===== src/rtl/regfile_mp_if.sv =====
// Bus interface for regfile_mp: write-back port, packed read ports and the clear handshake.
// The testbench drives the master modport; the register file uses the slave modport.
interface regfile_mp_if #(
    parameter int DATA_W = 32,
    parameter int ADDR_W = 5,
    parameter int NUM_RD = 2
);
    logic                     reg_write;
    logic [ADDR_W-1:0]        rd_addr;
    logic [DATA_W-1:0]        write_data;
    logic [NUM_RD*ADDR_W-1:0] read_addr;
    logic [NUM_RD*DATA_W-1:0] read_data;
    logic                     clr_req;
    logic                     clr_busy;
    logic                     clr_done;
    logic                     wr_err;

    modport master (
        output reg_write, rd_addr, write_data, read_addr, clr_req,
        input  read_data, clr_busy, clr_done, wr_err
    );

    modport slave (
        input  reg_write, rd_addr, write_data, read_addr, clr_req,
        output read_data, clr_busy, clr_done, wr_err
    );
endinterface


===== src/rtl/regfile_mp.sv =====
// Parametrised multi-read-port register file with $0 hard-wired to zero and a sequential clear engine.
// Optional same-cycle write-to-read forwarding is enabled by defining REGFILE_BYPASS_EN.
module regfile_mp #(
    parameter int DATA_W = 32,
    parameter int ADDR_W = 5,
    parameter int NUM_RD = 2
) (
    input logic          clk,
    input logic          rst_n,
    regfile_mp_if.slave  io_bus
);
    localparam int DEPTH = 1 << ADDR_W;
    localparam logic [ADDR_W-1:0] LAST_ADDR = ADDR_W'(DEPTH - 1);

    typedef enum logic {
        IDLE,
        CLEAR
    } state_t;

    state_t            r_state;
    state_t            w_next_state;
    logic [ADDR_W-1:0] r_clr_ptr;
    logic              r_clr_done;
    logic              r_wr_err;
    logic [DATA_W-1:0] r_mem [DEPTH];

    logic w_clr_busy;
    logic w_clr_last;
    logic w_wr_valid;
    logic w_wr_commit;

    assign w_clr_busy  = (r_state == CLEAR);
    assign w_clr_last  = w_clr_busy && (r_clr_ptr == LAST_ADDR);
    assign w_wr_valid  = io_bus.reg_write && (io_bus.rd_addr != '0);
    assign w_wr_commit = w_wr_valid && !w_clr_busy;

    always_ff @(posedge clk or negedge rst_n) begin
        if (!rst_n) begin
            r_state <= IDLE;
        end else begin
            r_state <= w_next_state;
        end
    end

    // A request arriving on the edge that finishes a clear is dropped, since the FSM is still in CLEAR.
    always_comb begin
        w_next_state = r_state;
        case (r_state)
            IDLE: begin
                if (io_bus.clr_req) begin
                    w_next_state = CLEAR;
                end
            end
            CLEAR: begin
                if (w_clr_last) begin
                    w_next_state = IDLE;
                end
            end
            default: w_next_state = IDLE;
        endcase
    end

    always_ff @(posedge clk or negedge rst_n) begin
        if (!rst_n) begin
            r_clr_ptr  <= '0;
            r_clr_done <= 1'b0;
            r_wr_err   <= 1'b0;
        end else begin
            r_clr_done <= w_clr_last;
            r_wr_err   <= w_wr_valid && w_clr_busy;
            if (r_state == IDLE && io_bus.clr_req) begin
                r_clr_ptr <= ADDR_W'(1);
            end else if (w_clr_busy) begin
                r_clr_ptr <= r_clr_ptr + ADDR_W'(1);
            end
        end
    end

    // Entry 0 is never written; the read mux forces it to zero regardless.
    always_ff @(posedge clk or negedge rst_n) begin
        if (!rst_n) begin
            for (int i = 0; i < DEPTH; i++) begin
                r_mem[i] <= '0;
            end
        end else begin
            if (w_wr_commit) begin
                r_mem[io_bus.rd_addr] <= io_bus.write_data;
            end
            if (w_clr_busy) begin
                r_mem[r_clr_ptr] <= '0;
            end
        end
    end

    for (genvar k = 0; k < NUM_RD; k++) begin : g_rd
        logic [ADDR_W-1:0] w_ra;
        assign w_ra = io_bus.read_addr[k*ADDR_W +: ADDR_W];
`ifdef REGFILE_BYPASS_EN
        assign io_bus.read_data[k*DATA_W +: DATA_W] =
            (w_ra == '0)                              ? '0 :
            (w_wr_commit && (w_ra == io_bus.rd_addr)) ? io_bus.write_data :
                                                        r_mem[w_ra];
`else
        assign io_bus.read_data[k*DATA_W +: DATA_W] = (w_ra == '0) ? '0 : r_mem[w_ra];
`endif
    end

    assign io_bus.clr_busy = w_clr_busy;
    assign io_bus.clr_done = r_clr_done;
    assign io_bus.wr_err   = r_wr_err;
endmodule


===== src/flat_wrapper.sv =====
// flat-port wrapper written by rule: the top's interface ports become plain ports
module regfile_mp_flat 
#(
    parameter int DATA_W = 32,
    parameter int ADDR_W = 5,
    parameter int NUM_RD = 2
)
  (clk, rst_n, io_bus_reg_write, io_bus_rd_addr, io_bus_write_data, io_bus_read_addr, io_bus_clr_req, io_bus_read_data, io_bus_clr_busy, io_bus_clr_done, io_bus_wr_err);
  regfile_mp_if #(.DATA_W(DATA_W), .ADDR_W(ADDR_W), .NUM_RD(NUM_RD)) io_bus_i ();
  input logic clk;
  input logic rst_n;
  input wire logic [$bits(io_bus_i.reg_write)-1:0] io_bus_reg_write;
  input wire logic [$bits(io_bus_i.rd_addr)-1:0] io_bus_rd_addr;
  input wire logic [$bits(io_bus_i.write_data)-1:0] io_bus_write_data;
  input wire logic [$bits(io_bus_i.read_addr)-1:0] io_bus_read_addr;
  input wire logic [$bits(io_bus_i.clr_req)-1:0] io_bus_clr_req;
  output wire logic [$bits(io_bus_i.read_data)-1:0] io_bus_read_data;
  output wire logic [$bits(io_bus_i.clr_busy)-1:0] io_bus_clr_busy;
  output wire logic [$bits(io_bus_i.clr_done)-1:0] io_bus_clr_done;
  output wire logic [$bits(io_bus_i.wr_err)-1:0] io_bus_wr_err;
  assign io_bus_i.reg_write = io_bus_reg_write;
  assign io_bus_i.rd_addr = io_bus_rd_addr;
  assign io_bus_i.write_data = io_bus_write_data;
  assign io_bus_i.read_addr = io_bus_read_addr;
  assign io_bus_i.clr_req = io_bus_clr_req;
  assign io_bus_read_data = io_bus_i.read_data;
  assign io_bus_clr_busy = io_bus_i.clr_busy;
  assign io_bus_clr_done = io_bus_i.clr_done;
  assign io_bus_wr_err = io_bus_i.wr_err;
  regfile_mp #(.DATA_W(DATA_W), .ADDR_W(ADDR_W), .NUM_RD(NUM_RD)) u_core (.clk(clk), .rst_n(rst_n), .io_bus(io_bus_i));
endmodule

===== config.mk =====
export PLATFORM = sky130hd
export DESIGN_NAME = regfile_mp_flat
export DESIGN_NICKNAME = d
export VERILOG_FILES = /design/src/rtl/regfile_mp_if.sv /design/src/rtl/regfile_mp.sv /design/src/flat_wrapper.sv
export SDC_FILE = /design/constraint.sdc
export NUM_CORES = 2
export LEC_CHECK = 0
export ABC_AREA = 1
export CAP_MARGIN = 5
export CORE_ASPECT_RATIO = 0.7
export CORE_MARGIN = 2
export CORE_UTILIZATION = 44
export DETAILED_ROUTE_END_ITERATION = 10
export SLEW_MARGIN = 5
export SYNTH_ARGS = -nofsm -noshare
export SYNTH_HDL_FRONTEND = slang
export SYNTH_SLANG_ARGS = --single-unit

===== constraint.sdc =====
create_clock -name clk -period 6.5 [get_ports clk]
set_input_delay 1.625 -clock clk [delete_from_list [all_inputs] [get_ports clk]]
set_output_delay 1.625 -clock clk [all_outputs]
set_load 0.02 [all_outputs]

==> metrics.csv <==
stage;metric;value;unit
outcome;outcome;completed;
cts;postCtsSetupRepairBufs;0;
worst_setup_path;cp-start-kind;input port;
synth;syn_nets;9393;
global_routing;grt_pass1_vias;65600;
worst_setup_path;cp.arrival;4370;ps
synth;syn_area;0.06304;mm2
cts;cts_root_buf;clkbuf_16;
power_and_ir_drop;ir_drop;0.0002184;V
worst_hold_path;hold_class;reg2reg;
global_routing;grt_max_degree;193;
finish;layoutNonFillerInstCount;10820;
cts;cts_num_sinks;1032;
finish;layout.nets;8895;
synth;yosysTopAreaCell;dfrtp_1;
placement;numPortBuffers;117;
global_routing;grtUsageMet3;0.1101;
power_and_ir_drop;power.total;19470;uW
route;drc;0;
die;die_w;456.4;um
worst_setup_path;crit_type;in2out;
worst_setup_path;worstPathRequired;4880;ps
cts;clk_pin_slew;60;ps
route;avgRoutedWirePerCell;27.22;um
worst_setup_path;cp_max_fo;56;
synth;seq_area_frac_synth;0.4097;
synth;synth-async-reset-ratio;1.000;
sta;max_slew_margin;0.1698;
finish;fill_cells;14270;
global_routing;antenna_found_initial;7;
synth;synth_top_area_share;0.4097;
synth;synth_most_common_cell;nand2_1;
synth;synth_top_family_by_area;simple AND/OR/NAND/NOR gates;
die;die_h;320.7;um
cts;h-tree-depth;3;
cts;clock_path_buffers;3;
route;drtAntennaViolNets;0;
synth;avgSynthCellArea;6.751;um2
global_routing;busiest_layer;met2;
finish;final_cell_area;0.06934;mm2
cts;cts-buffers-inserted;109;
synth;netlist_top_cells_area;dfrtp_1, nand2_1, nand3_1;
die;initial_core_util;0.4423;
synth;yosys_warnings;0;
sta;max_freq;166.7;MHz
global_routing;grt_use_met2;0.5634;
cts;clkLatencyLatePin;780;ps
sta;hold_viol;0;
synth;synth.distinct_cells;20;
synth;synth-edff-count;0;
die;design.core.area;0.1425;mm2
global_routing;gr-total-overflow;0;
cts;cts_resized;0;
sta;period_needed;5998;ps
route;drtIter0Drc;12070;
die;pin_count;118;
synth;synth_compound_area_frac;0.1729;
synth;synth-main-ff-cell;dfrtp_1;
synth;synthTopCellsByCount;nand2_1, nand3_1, dfrtp_1;
sta;fin_tns_setup;0;ps
global_routing;grt_first_pass_wirelength;437500;um
finish;syn2layout_area_growth;9.996;%
placement;gp_congestion;0.9575;
route;wirelength;294400;um
synth;ys_ff_latch;1032;
finish;drive_gt1_frac;0.05805;
synth;synthMuxAreaShare;0;
global_routing;use_met1;0.5389;
sta;fin_crit_sh;0.9228;
die;rows;116;
placement;dp_slack;675.6;ps
synth;synth_xor_area_frac;0;
sta;skew;22.18;ps
worst_setup_path;endpoint_kind;output pin;
route;avgViaCountPerCell;6.528;
cts;ctsHoldBuffers;0;
sta;drv_slew;0;
die;die-area;0.1464;mm2
sta;setup_ws;501.9;ps
route;drt_first_pass_iters;8;
sta;tightest_slew;1241;ps
synth;synth-simple-area-share;0.3425;
power_and_ir_drop;power.density;280.8;mW/mm2
route;vias;70620;
synth;synth_fa_ha_area_frac;0.0009924;
run;maxCapViolCount;0;
placement;place_area;0.06578;mm2
power_and_ir_drop;leakage;0.03089;uW
sta;setup_viol;0;
cts;cts_tree;done;
sta;rsz0062_at_grt;false;
global_routing;track_usage;0.3918;
synth;synthCells;9337;
placement;dpl.hpwl;169000;um
placement;dp_cells;10620;
==> critical path, stage by stage <==
cell and delay (ps):
buf_8 220, inv_8 350, buf_12 320, nand2_1 100, nand3_1 80, nand3_1 70
nand2_1 70, nand2_1 120, nand2_1 130, nor2_1 90, nor2_1 380, clkdlybuf4s50_1 700
==> power breakdown <==
part           switching, uW  leakage (uW)  internal [uW]
Sequential               676        0.0143           7180
Combinational           3690        0.0148           1370
Clock                   2950       0.00174           3600
==> stage by stage <==
stage               utilization  hold slack, ps
floorplan                     -           458.4
global placement         0.4615           476.0
detailed placement       0.4615           481.0
CTS                      0.4864           497.5
global route             0.4864           524.0
finish                   0.4865           501.1
==> placed cells by master, fill, tap and decap left out, drive strengths merged, types with 157 or more instances in the layout <==
master,n
nand3,1408
a311oi,256
clkbuf,157
nor2,1015
dfrtp,1032
a31oi,160
a21oi,758
o21ai,656
buf,294
nand2,2553
inv,207
==> per-layer routing <==
metal / part of all wire / vias up
met3: 0.14 / 927
met2: 0.42 / 5564
met1: 0.39 / 33580
met4: 0.054 / 4
met5: 0.00026 / -
li1: - / 30540
==> flip-flops by register name, summed over array words and instances, names as in the netlist <==
name                    count
u_core.io_bus.clr_busy      1
u_core.io_bus.wr_err        1
u_core.r_clr_ptr            5
u_core.io_bus.clr_done      1
u_core.r_mem             1024
==> cells by family after synthesis <==
| family | Yosys count |
|---|---|
| AO/OA/AOI/OAI | 1923 |
| adder cells (fa/ha/maj) | 5 |
| buffers and inverters | 1197 |
| flip-flops | 1032 |
| AND/OR/NAND/NOR | 5180 |
==> final cells by class <==
cell class                      count  area (um2)  area share
Antenna cell                        7       17.52   0.0002526
Clock buffer                      157        3161     0.04558
Clock inverter                     38       385.4    0.005558
Inverter                          210       838.3     0.01209
Multi-Input combinational cell   7108       32800      0.4730
Sequential cell                  1032       25820      0.3724
Tap cell                         1888        2362     0.03407
Timing Repair Buffer              378        3951     0.05699
==> worst paths after layout <==
check | startpoint | to | slack, ps | cells past startpoint
max | io_bus_read_addr[5] | io_bus_read_data[36] | 500 | 12
max reg2reg | u_core.io_bus.clr_busy$_DFF_PN0_ | u_core.r_mem[892]$_DFF_PN0_ | 2590 | 8
min in group asynchronous | rst_n | u_core.r_mem[9]$_DFF_PN0_ | 870 | 1
min | u_core.r_mem[992]$_DFF_PN0_ | u_core.r_mem[992]$_DFF_PN0_ | 500 | 2
max in group asynchronous | rst_n | u_core.r_mem[479]$_DFF_PN0_ | 4100 | 2
min reg2reg | u_core.r_mem[992]$_DFF_PN0_ | u_core.r_mem[992]$_DFF_PN0_ | 500 | 2
No activity file was read; power rests on OpenSTA's default activity.
